`src/rtl/vga_pkg.sv`:
```
// Shared raster timing constants for the VGA output path (640x480 at 60 Hz defaults).
package vga_pkg;

   localparam int unsigned H_VISIBLE = 640;
   localparam int unsigned H_FRONT   = 16;
   localparam int unsigned H_SYNC    = 96;
   localparam int unsigned H_BACK    = 48;
   localparam int unsigned V_VISIBLE = 480;
   localparam int unsigned V_FRONT   = 10;
   localparam int unsigned V_SYNC    = 2;
   localparam int unsigned V_BACK    = 33;

   localparam int unsigned H_TOTAL = H_VISIBLE + H_FRONT + H_SYNC + H_BACK;
   localparam int unsigned V_TOTAL = V_VISIBLE + V_FRONT + V_SYNC + V_BACK;

   // Sync windows are half-open: [START, END).
   localparam int unsigned HS_START = H_VISIBLE + H_FRONT;
   localparam int unsigned HS_END   = HS_START + H_SYNC;
   localparam int unsigned VS_START = V_VISIBLE + V_FRONT;
   localparam int unsigned VS_END   = VS_START + V_SYNC;

   localparam int unsigned COLOR_W   = 6;
   localparam int unsigned POS_W     = 10;
   localparam int unsigned FC_W      = 10;
   localparam int unsigned MAX_TOTAL = 1 << POS_W;

   function automatic logic in_window(input int unsigned pos, input int unsigned lo,
                                      input int unsigned hi);
      return (pos >= lo) && (pos < hi);
   endfunction

endpackage

```
`src/rtl/vga_axis_counter.sv`:
```
// One raster axis: position counter with registered sync/active flags decoded from the
// next position, so flags and position always describe the same point.
module vga_axis_counter
   import vga_pkg::*;
#(
   parameter int unsigned VIS         = H_VISIBLE,
   parameter int unsigned FRONT       = H_FRONT,
   parameter int unsigned SYNC        = H_SYNC,
   parameter int unsigned BACK        = H_BACK,
   parameter bit          SYNC_ACTIVE = 1'b0
) (
   input  logic             clk,
   input  logic             rst_n,
   input  logic             step_i,
   output logic [POS_W-1:0] pos_o,
   output logic             sync_o,
   output logic             active_o,
   output logic             wrap_o
);

   localparam int unsigned      TOTAL   = VIS + FRONT + SYNC + BACK;
   localparam int unsigned      S_START = VIS + FRONT;
   localparam int unsigned      S_END   = S_START + SYNC;
   localparam logic [POS_W-1:0] LAST    = POS_W'(TOTAL - 1);

   logic [POS_W-1:0] pos_d, pos_q;
   logic             sync_d, sync_q;
   logic             active_d, active_q;

   // Combinational so the next axis can step on the same edge.
   assign wrap_o = step_i && (pos_q == LAST);

   always_comb begin
      pos_d = pos_q;
      if (step_i) begin
         pos_d = wrap_o ? '0 : pos_q + POS_W'(1);
      end
      sync_d   = in_window(32'(pos_d), S_START, S_END) ? SYNC_ACTIVE : ~SYNC_ACTIVE;
      active_d = 32'(pos_d) < VIS;
   end

   always_ff @(posedge clk or negedge rst_n) begin
      if (!rst_n) begin
         pos_q    <= '0;
         sync_q   <= ~SYNC_ACTIVE;
         active_q <= (VIS != 0);
      end else begin
         pos_q    <= pos_d;
         sync_q   <= sync_d;
         active_q <= active_d;
      end
   end

   assign pos_o    = pos_q;
   assign sync_o   = sync_q;
   assign active_o = active_q;

endmodule

```
`src/rtl/vga_timing_gen.sv`:
```
// VGA raster timing: chained horizontal/vertical axis counters plus line/frame strobes
// and a running frame counter.
module vga_timing_gen
   import vga_pkg::POS_W, vga_pkg::FC_W, vga_pkg::MAX_TOTAL;
#(
   parameter int unsigned H_VISIBLE   = vga_pkg::H_VISIBLE,
   parameter int unsigned H_FRONT     = vga_pkg::H_FRONT,
   parameter int unsigned H_SYNC      = vga_pkg::H_SYNC,
   parameter int unsigned H_BACK      = vga_pkg::H_BACK,
   parameter int unsigned V_VISIBLE   = vga_pkg::V_VISIBLE,
   parameter int unsigned V_FRONT     = vga_pkg::V_FRONT,
   parameter int unsigned V_SYNC      = vga_pkg::V_SYNC,
   parameter int unsigned V_BACK      = vga_pkg::V_BACK,
   parameter bit          SYNC_ACTIVE = 1'b0
) (
   input  logic             clk,
   input  logic             rst_n,
   input  logic             en_i,
   output logic [POS_W-1:0] hpos_o,
   output logic [POS_W-1:0] vpos_o,
   output logic             hsync_o,
   output logic             vsync_o,
   output logic             visible_o,
   output logic             line_start_o,
   output logic             frame_start_o,
   output logic [FC_W-1:0]  frame_count_o
);

   localparam int unsigned H_TOTAL = H_VISIBLE + H_FRONT + H_SYNC + H_BACK;
   localparam int unsigned V_TOTAL = V_VISIBLE + V_FRONT + V_SYNC + V_BACK;

   if (H_TOTAL > MAX_TOTAL || V_TOTAL > MAX_TOTAL) begin : gen_total_check
      $error("vga_timing_gen: H_TOTAL and V_TOTAL must not exceed 1024");
   end

   logic h_wrap, v_wrap, h_active, v_active;

   vga_axis_counter #(
      .VIS         (H_VISIBLE),
      .FRONT       (H_FRONT),
      .SYNC        (H_SYNC),
      .BACK        (H_BACK),
      .SYNC_ACTIVE (SYNC_ACTIVE)
   ) u_h_axis (
      .clk      (clk),
      .rst_n    (rst_n),
      .step_i   (en_i),
      .pos_o    (hpos_o),
      .sync_o   (hsync_o),
      .active_o (h_active),
      .wrap_o   (h_wrap)
   );

   vga_axis_counter #(
      .VIS         (V_VISIBLE),
      .FRONT       (V_FRONT),
      .SYNC        (V_SYNC),
      .BACK        (V_BACK),
      .SYNC_ACTIVE (SYNC_ACTIVE)
   ) u_v_axis (
      .clk      (clk),
      .rst_n    (rst_n),
      .step_i   (h_wrap),
      .pos_o    (vpos_o),
      .sync_o   (vsync_o),
      .active_o (v_active),
      .wrap_o   (v_wrap)
   );

   logic            line_start_d, line_start_q;
   logic            frame_start_d, frame_start_q;
   logic [FC_W-1:0] frame_count_d, frame_count_q;

   // v_wrap already implies h_wrap, so it marks the (0,0) wrap.
   always_comb begin
      line_start_d  = h_wrap;
      frame_start_d = v_wrap;
      frame_count_d = frame_count_q + FC_W'(v_wrap);
   end

   always_ff @(posedge clk or negedge rst_n) begin
      if (!rst_n) begin
         line_start_q  <= 1'b0;
         frame_start_q <= 1'b0;
         frame_count_q <= '0;
      end else begin
         line_start_q  <= line_start_d;
         frame_start_q <= frame_start_d;
         frame_count_q <= frame_count_d;
      end
   end

   assign visible_o     = h_active & v_active;
   assign line_start_o  = line_start_q;
   assign frame_start_o = frame_start_q;
   assign frame_count_o = frame_count_q;

endmodule

```
`config.mk`:
```
export PLATFORM = sky130hd
export DESIGN_NAME = vga_timing_gen
export DESIGN_NICKNAME = d
export VERILOG_FILES = /design/src/rtl/vga_pkg.sv /design/src/rtl/vga_axis_counter.sv /design/src/rtl/vga_timing_gen.sv
export SDC_FILE = /design/constraint.sdc
export NUM_CORES = 1
export LEC_CHECK = 0
export ABC_CLOCK_PERIOD_IN_PS = 2500
export CORE_ASPECT_RATIO = 0.75
export CORE_MARGIN = 3
export CORE_UTILIZATION = 50
export CTS_CLUSTER_SIZE = 8
export DETAILED_ROUTE_END_ITERATION = 10
export PLACE_DENSITY = 0.82
export SYNTH_ARGS = -nofsm -noshare
export SYNTH_HDL_FRONTEND = slang
export SYNTH_SLANG_ARGS = --single-unit
```
`constraint.sdc`:
```
create_clock -name clk -period 2.5 [get_ports clk]
set_clock_uncertainty 0.1 [all_clocks]
set_input_delay 0.375 -clock clk [delete_from_list [all_inputs] [get_ports clk]]
set_output_delay 0.375 -clock clk [all_outputs]
set_load 0.005 [all_outputs]
```
==> impl_metrics.toml <==
[global_routing]
grt_pass1_vias = 1474
grt_max_degree = 37
track_usage_pct = 21.7
grt_overflow = 0
grt_pass1_wl_microns = 7080
antenna_found_initial = 0

[power_and_ir_drop]
share_comb_of_total_power_pct = 15.5
swShare_pct = 26.5
p_switching_w = 0.000377
p_int_w = 0.00104
seqPwrFrac_pct = 48.9
leakagePower_nw = 1.04
powerDensity_nw_per_um2 = 596
p_clk_share_pct = 35.6
vdd_ir_drop_max_v = 0.000539
power_w = 0.00142

[route]
dr.pass1.iters = 4
routed_wl_microns = 4240
vias = 1538
routed_via_density = 5.85
drc = 0
ant_nets = 0
drt-initial-drc-count = 43
wl_per_cell_microns = 16.1

[clock_tree]
cts_buffers = 5
clk_pin_slew_ns = 0.07
clock_latency_ns = 0.29
clockBufferDepth = 2
root_buffer = "clkbuf_8"
holdBufCountCts = 0
cts_tree = "built"
htreeDepth = 2
cts.sink_count = 36

[placement]
gp_congestion = 0.865
dp_cells = 254
port_buffers = 37
dpl_cell_area_sq_um = 2260
dpl.hpwl_microns = 3070

[worst_setup_path]
critPathRequiredTime_ns = 2.58
slowest_stage = "or4_4"
critPathMaxStageDelay_ns = 0.52
cp_top_family = "simple AND/OR/NAND/NOR gates"
ff2ff_setup_slack_ns = 0.11
startpoint_type = "flip-flop"
crit_path_max_fanout = 5
end_kind = "flip-flop"
path_buf_inv = 1
cpMostUsedCell = "ha_2"
crit_chain = "inv_1, ha_1, nand4_1, or4_4, nor2_2, ha_2, ha_2, nand3_1, xnor2_1"
worstSetupPathType = "flip-flop to flip-flop"
cp.arrival_ns = 2.47

[sta]
finalCritPeriodShare_pct = 95.8
grt_setup_unrepaired = "no"
setup_viol = 0
min_period_ns = 2.39
hold_viol_final = 0
fmax_mhz = 418
drv_slew = 0
relSlewSlack_pct = 62.3
tightest_slew_ns = 0.559

[synth]
synth-edff-count = 0
synth.distinct_cells = 45
synthCells = 170
synth_nets = 178
yosysSeqAreaShare_pct = 50.6
syn_avg_cell_area_sq_um = 10.5
synth_ff_type = "dfrtp_1"
yosys_warnings = 0
synth_seq_cells = 36
async_reset_ff_share_pct = 100
synth_area_sq_um = 1790

[floorplanning]
die-area_sq_um = 4340
coreArea_sq_um = 3360
rows = 18
start_util_pct = 53.4
ios = 38
die_h_microns = 57.8
die_w_microns = 75.1

[hold_path]
min_path_type = "flip-flop to flip-flop"

[final_layout]
multi_input_area_sq_um = 832
final_nets = 230
layout-drive-gt1-share_pct = 14.3
instances_no_fill = 263
fin_area_sq_um = 2390
fillers = 236
area_growth_pct = 33.2
antennaDiodeCount = 0
seq_area_sq_um = 906

[outcome]
outcome = "finished clean"

[run]
cap_violations = 0
-- layout make-up --
cell class                      instances  share of cell area [%]
Sequential cell                        36                    38.0
Multi-Input combinational cell        122                    34.9
Timing Repair Buffer                   49                    19.3
Clock buffer                            6                    3.04
Tap cell                               40                    2.10
Clock inverter                          2                    1.47
Inverter                                8                    1.26
-- logic make-up after synthesis --
logic type	count (synthesis)	synth area share (%)
xor gates and xnor gates	18	8.80
AOI/OAI and AO/OA	20	7.26
adders and majority gates	5	3.49
and+or+nand+nor	76	24.5
DFF	36	50.6
muxes	3	1.75
buffers and inverters	12	3.63
-- path summary, 6_finish.rpt --
path                                        startpoint                     endpoint  cells past startpoint
setup / recovery           u_v_axis.pos_o[0]$_DFF_PN0_   frame_count_o[6]$_DFF_PN0_                      9
hold / removal              frame_count_o[9]$_DFF_PN0_   frame_count_o[9]$_DFF_PN0_                      1
setup reg to reg           u_v_axis.pos_o[0]$_DFF_PN0_   frame_count_o[6]$_DFF_PN0_                      9
hold reg to reg             frame_count_o[9]$_DFF_PN0_   frame_count_o[9]$_DFF_PN0_                      1
max in group asynchronous                        rst_n  u_v_axis.active_o$_DFF_PN1_                      2
min in group asynchronous                        rst_n   frame_count_o[7]$_DFF_PN0_                      2
-- metal layers --
layer	global-route usage [%]	vias up	part of all wire [%]
li1	-	719	-
met1	31.2	744	46
met2	30.8	64	45
met3	5.20	11	6.3
met4	10.4	0	2.5
met5	0	-	0
-- Yosys cell counts (2+ instances only) --
library cell  number  area (sq um)
mux2i_1            2          20.0
buf_6              2          22.5
nand2_1           12          45.0
and3_1             4          25.0
nor4_1             3          18.8
dfstp_2            4           105
ha_1               5          62.6
inv_1              7          26.3
nor3b_1            2          15.0
nor2_1            10          37.5
nand2b_1           2          12.5
or3_1              2          12.5
xnor2_1           11          96.3
a31oi_1            2          12.5
nand4_1           10          62.6
o21ai_1            8          40.0
nand3_1           14          70.1
nor3_1             6          30.0
dfrtp_1           32           801
xor2_1             7          61.3
-- state kept, by name, indices dropped and copies added (netlist names) --
signal,flops
u_h_axis.pos_o,10
u_v_axis.active_o,1
line_start_o,1
u_v_axis.sync_o,1
u_h_axis.sync_o,1
frame_start_o,1
frame_count_o,10
u_v_axis.pos_o,10
u_h_axis.active_o,1
-- through the flow --
step / setup slack, ns / hold slack (ns) / setup TNS (ns) / utilization [%]
detailed placement: -0.00293 / 0.374 / -0.00293 / 67.3
finish: 0.106 / 0.377 / 0 / 71.1
global route: 0.0268 / 0.401 / 0 / 71.1
floorplan: 0.162 / -0.0206 / 0 / -
global placement: 0.173 / 0.363 / 0 / 67.3
CTS: 0.0204 / 0.387 / 0 / 70.6
-- worst reg2reg max path, cell delays in order (launching register included) --
cell and delay (ns):
dfrtp_1 0.39, inv_1 0.11, ha_1 0.17, nand4_1 0.14, or4_4 0.52, nor2_2 0.16
ha_2 0.23, ha_2 0.22, nand3_1 0.11, xnor2_1 0.15
-- what timing repair did --
action / 4_1_cts / 5_1_grt
resized for setup: 1 / 3
buffers inserted: 0 / 1
gates cloned: 0 / 0
endpoints found under the setup margin: 1 / 5
-- placed cells by master (no fill, tap or decap), types with 7 or more instances in the layout --
cell type,count
clkdlybuf4s50_1,37
dfrtp_1,32
nand3_1,14
nand2_1,12
buf_4,12
xnor2_1,11
nand4_1,10
nor2_1,9
o21ai_1,8
xor2_1,7
inv_1,7
-- power by group through the flow --
stage               combinational (W)  clock, W  sequential [W]
detailed placement           0.000222         0        0.000701
CTS                          0.000224  0.000514        0.000692
floorplan                   0.0000978         0        0.000691
finish                       0.000221  0.000506        0.000694
global route                 0.000245  0.000540        0.000704
global placement             0.000217         0        0.000696
Power figures use the tool's default switching activity.
